File: config.mk
export PLATFORM = sky130hd
export DESIGN_NAME = emit_heartbeat
export DESIGN_NICKNAME = d
export VERILOG_FILES = /design/src/rtl/emit_heartbeat.sv
export SDC_FILE = /design/constraint.sdc
export NUM_CORES = 1
export LEC_CHECK = 0
export ABC_AREA = 1
export ABC_CLOCK_PERIOD_IN_PS = 3980
export CORE_MARGIN = 4
export CORE_UTILIZATION = 40
export CTS_CLUSTER_DIAMETER = 120
export DETAILED_ROUTE_END_ITERATION = 12
export GPL_TIMING_DRIVEN = 1
export MAX_ROUTING_LAYER = met4
export SLEW_MARGIN = 25
export SYNTH_ARGS = -nofsm -noshare
export SYNTH_HDL_FRONTEND = slang
export SYNTH_SLANG_ARGS = --single-unit
File: constraint.sdc
create_clock -name clk -period 3.98 [get_ports clk]
set_input_delay 0.796 -clock clk [delete_from_list [all_inputs] [get_ports clk]]
set_output_delay 0.796 -clock clk [all_outputs]
set_load 0.005 [all_outputs]
File: src/rtl/emit_heartbeat.sv
// Heartbeat frame transmitter: builds SYNC/seq/status/chk frames on a period timer or
// a start pulse and serialises them onto a valid/ready byte stream.
//
// state      | meaning
// -----------+-----------------------------------------------------------
// IDLE       | waiting for a pending or start trigger; launch captures the frame
// SEND       | presenting frame bytes 0..4, advancing on tx_valid && tx_ready
// DONE_STATE | one-cycle done pulse; sequence number and frame count advance
module emit_heartbeat #(
   parameter int unsigned PERIOD    = 1000,
   parameter logic [7:0]  SYNC_BYTE = 8'hA5
) (
   input  logic        clk,
   input  logic        rst_n,
   input  logic        enable,
   input  logic        start,
   input  logic [7:0]  status_in,
   output logic [7:0]  tx_data,
   output logic        tx_valid,
   input  logic        tx_ready,
   output logic        done,
   output logic [15:0] seq_out,
   output logic [31:0] result
);

   typedef enum logic [1:0] {
      IDLE,
      SEND,
      DONE_STATE
   } state_e;

   localparam logic [31:0] TIMER_TC  = 32'(PERIOD - 1);
   localparam logic [2:0]  LAST_BYTE = 3'd4;

   state_e      state_q;
   logic [2:0]  byte_idx_q;
   logic [7:0]  stat_buf_q;
   logic [15:0] seq_buf_q;
   logic [7:0]  chk_buf_q;
   logic [7:0]  tx_data_q;
   logic        tx_valid_q;
   logic        done_q;

   logic [31:0] timer_q,   timer_d;
   logic        pending_q, pending_d;
   logic [15:0] seq_q,     seq_d;
   logic [31:0] result_q,  result_d;

   logic        expire;
   logic        trigger;
   logic        launch;
   logic        accept;
   logic [7:0]  chk_new;
   logic [7:0]  next_byte;

   always_comb begin
      expire  = enable && (timer_q == TIMER_TC);
      trigger = start || expire;
      launch  = (state_q == IDLE) && (pending_q || start);
      accept  = tx_valid_q && tx_ready;
      chk_new = SYNC_BYTE ^ seq_q[15:8] ^ seq_q[7:0] ^ status_in;

      timer_d = timer_q + 32'd1;
      if (!enable || expire) begin
         timer_d = '0;
      end

      // A launch consumes the pending request; a start that itself causes the
      // launch is consumed too, but any other trigger that cycle stays pending.
      pending_d = pending_q || trigger;
      if (launch) begin
         pending_d = pending_q ? trigger : expire;
      end

      seq_d    = seq_q;
      result_d = result_q;
      if (state_q == DONE_STATE) begin
         seq_d    = seq_q + 16'd1;
         result_d = result_q + 32'd1;
      end

      next_byte = chk_buf_q;
      case (byte_idx_q)
         3'd0:    next_byte = seq_buf_q[15:8];
         3'd1:    next_byte = seq_buf_q[7:0];
         3'd2:    next_byte = stat_buf_q;
         default: next_byte = chk_buf_q;
      endcase
   end

   always_ff @(posedge clk or negedge rst_n) begin
      if (!rst_n) begin
         timer_q   <= '0;
         pending_q <= 1'b0;
         seq_q     <= '0;
         result_q  <= '0;
      end else begin
         timer_q   <= timer_d;
         pending_q <= pending_d;
         seq_q     <= seq_d;
         result_q  <= result_d;
      end
   end

   always_ff @(posedge clk or negedge rst_n) begin
      if (!rst_n) begin
         state_q    <= IDLE;
         byte_idx_q <= '0;
         stat_buf_q <= '0;
         seq_buf_q  <= '0;
         chk_buf_q  <= '0;
         tx_data_q  <= '0;
         tx_valid_q <= 1'b0;
         done_q     <= 1'b0;
      end else begin
         case (state_q)
            IDLE: begin
               done_q <= 1'b0;
               if (launch) begin
                  stat_buf_q <= status_in;
                  seq_buf_q  <= seq_q;
                  chk_buf_q  <= chk_new;
                  byte_idx_q <= '0;
                  tx_data_q  <= SYNC_BYTE;
                  tx_valid_q <= 1'b1;
                  state_q    <= SEND;
               end
            end
            SEND: begin
               if (accept) begin
                  if (byte_idx_q == LAST_BYTE) begin
                     tx_valid_q <= 1'b0;
                     done_q     <= 1'b1;
                     state_q    <= DONE_STATE;
                  end else begin
                     byte_idx_q <= byte_idx_q + 3'd1;
                     tx_data_q  <= next_byte;
                  end
               end
            end
            DONE_STATE: begin
               done_q  <= 1'b0;
               state_q <= IDLE;
            end
            default: begin
               tx_valid_q <= 1'b0;
               done_q     <= 1'b0;
               state_q    <= IDLE;
            end
         endcase
      end
   end

   assign tx_data  = tx_data_q;
   assign tx_valid = tx_valid_q;
   assign done     = done_q;
   assign seq_out  = seq_q;
   assign result   = result_q;

endmodule

==> reports/results.tsv <==
metric	value	unit
outcome	complete, no violations	
yosys-top-cells-count	nand2_1, nor2_1, dfrtp_1	
ys_types	28	
ant_nets	0	
relSlewSlack	58.04	%
grtUsageTotal	18.83	%
max_cap_violations	0	
ir_worst_vdd	0.3373	mV
path_class	input port to flip-flop	
syn_nets	942	
synth_xor_area_share	7.181	%
crit_arrival	2730	ps
cts-htree-levels	4	
synth_edf_count	0	
grt_pass1_wl	28.66	mm
cts-root-buf	clkbuf_16	
synthSimpleGateAreaFrac	34.64	%
numPortBuffers	70	
post_cts_buffers	0	
yosysMostFrequentCell	nand2_1	
diodes	0	
rsz0062_at_grt	false	
area_growth	23.37	%
dp_hpwl	12.34	mm
firstDrtPassIters	4	
clkTransAtPathRegs	50	ps
synth_top_area_share	46.90	%
synth_warnings	0	
pin_count	71	
setup_ws	1556	ps
antenna_found_initial	0	
dp_slack	1163	ps
dp_cells	1203	
path_max_fanout	15	
hold_violations	0	
endpoint_kind	flip-flop	
fmax	0.4125	GHz
drc	0	
synthAdderAreaFrac	1.282	%
synth.avg_cell_area	7.408	um2
finalCritPeriodShare	60.91	%
critPathRequiredTime	4290	ps
clock_sinks	128	
cts_resized	0	
wl_per_cell	13.71	um
syn_area	0.006830	mm2
final_max_slew_viol_count	0	
hold_buffers	0	
synthesis.instances	922	
worstSkewPairLatency	420	ps
cp-start-kind	input port	
grt_max_degree	84	
cts_tree	built	
finalSetupTns	0	ps
start_util	41.04	%
synth_mux_area_share	0.1649	%
clockBufferDepth	2	
wirelength	16.91	mm
power.leakage	0.003695	uW
power_density	473.3	mW/mm2
synth_compound_area_share	3.535	%
ys_top_cells_by_area	dfrtp_1, nand2_1, nor2_1, inv_1, xor2_1	
whs	302.0	ps
design_area	0.008427	mm2
final_cell_count_no_fill	1234	
yosys.area.top_type	dfrtp_1	
gp_congestion	0.9618	
core-area	0.01664	mm2
synth_top_family_by_area	simple AND/OR/NAND/NOR gates	
place_area	0.007791	mm2
tightest_slew	624.6	ps
dieWidth	138.7	um
rows	47	
reg2reg_depth	7	
min_period	2424	ps
vias_per_cell	4.704	
fin_skew	8.807	ps
synth_ff_type	dfrtp_1	
fill_cells	1605	
drt_iter0_markers	282	
die_h	138.7	um
ys_async_sr_fraction	100.0	%
vias	5805	
grt_pass1_vias	5739	
layout-drive-gt1-share	5.523	%
final_nets	1022	
setup_violations	0	
die_area	0.01923	mm2
grt_overflow	0	
synth.yosys.seq_area_share	46.90	%
cts_buffers	17	
synth_seq_cells	128	
hp-class	input port to async pin	
==> logic make-up after synthesis <==
| kind of cell | count (synthesis) |
|---|---|
| fa+ha+maj | 7 |
| buf+inv | 110 |
| xor+xnor | 56 |
| compound gates | 46 |
| simple gates | 574 |
| flops | 128 |
| mux | 1 |
==> final cells by class <==
cell class	count	area (um2)	share of cell area (%)
clock buffers	20	456.7	5.419
clock inverters	11	178.9	2.123
inverters	99	371.6	4.410
multi-input cells	684	3199	37.97
flip-flops and latches	128	3203	38.01
well taps	220	275.3	3.267
repair buffers	72	742.0	8.805
==> worst max-delay path: stages <==
cell	delay, ps
clkdlybuf4s50_1	420
nor2_1	290
inv_1	150
nand2_1	400
nand2_1	300
or2_1	280
nand2_1	60
inv_1	30
==> placed cells by master, fill, tap and decap left out, types with 3 or more instances in the layout <==
master             n
xor2_1            33
clkinv_4           3
clkbuf_16         17
a21oi_1            7
o21ai_0           35
nor2_2             8
clkdlybuf4s50_1   69
nor2_4             5
nor2_1           144
dfrtp_1          128
bufinv_16          4
xnor2_1           23
inv_1             97
nand2_2            5
nand3_1           53
ha_1               7
nand2_1          326
nand4_1           16
nor3_1            12
==> per-layer routing <==
| layer | up-vias | wire length, um | GRT usage [%] |
|---|---|---|---|
| li1 | 3012 | - | - |
| met1 | 2670 | 8484 | 25.97 |
| met2 | 96 | 7605 | 28.01 |
| met3 | 27 | 475 | 3.897 |
| met4 | 0 | 346 | 6.025 |
| met5 | - | 0 | - |
==> path summary, 6_finish.rpt <==
kind                                     from            end  slack (ps)
worst max-delay path                    start     tx_data[0]        1560
worst min register to register  stat_buf_q[6]  stat_buf_q[6]         480
worst max register to register      pending_q     tx_data[0]        2010
max in group asynchronous               rst_n   chk_buf_q[0]        2880
worst min-delay path                    rst_n     timer_q[4]         300
min in group clk                stat_buf_q[6]  stat_buf_q[6]         480
==> per-stage QoR <==
stage / power [uW] / utilization (%)
final: 3988 / 50.64
after global routing: 4217 / 50.64
after CTS: 4024 / 50.64
after detailed placement: 2326 / 46.82
after global placement: 2314 / 46.80
after floorplan: 2022 / -
==> power by group <==
part           internal, uW  switching, uW  total, uW  leakage, uW
registers              1470            106       1570      0.00173
clock network          1080            597       1680     0.000303
logic                   280            454        735      0.00166
total                  2830           1160       3990      0.00369
==> registers in the layout, indices dropped and copies added (netlist names) <==
signal	cells
seq_out	16
seq_buf_q	16
state_q	2
tx_valid	1
timer_q	32
pending_q	1
stat_buf_q	8
chk_buf_q	8
byte_idx_q	3
tx_data	8
done	1
result	32
(Power assumes the default switching activity.)
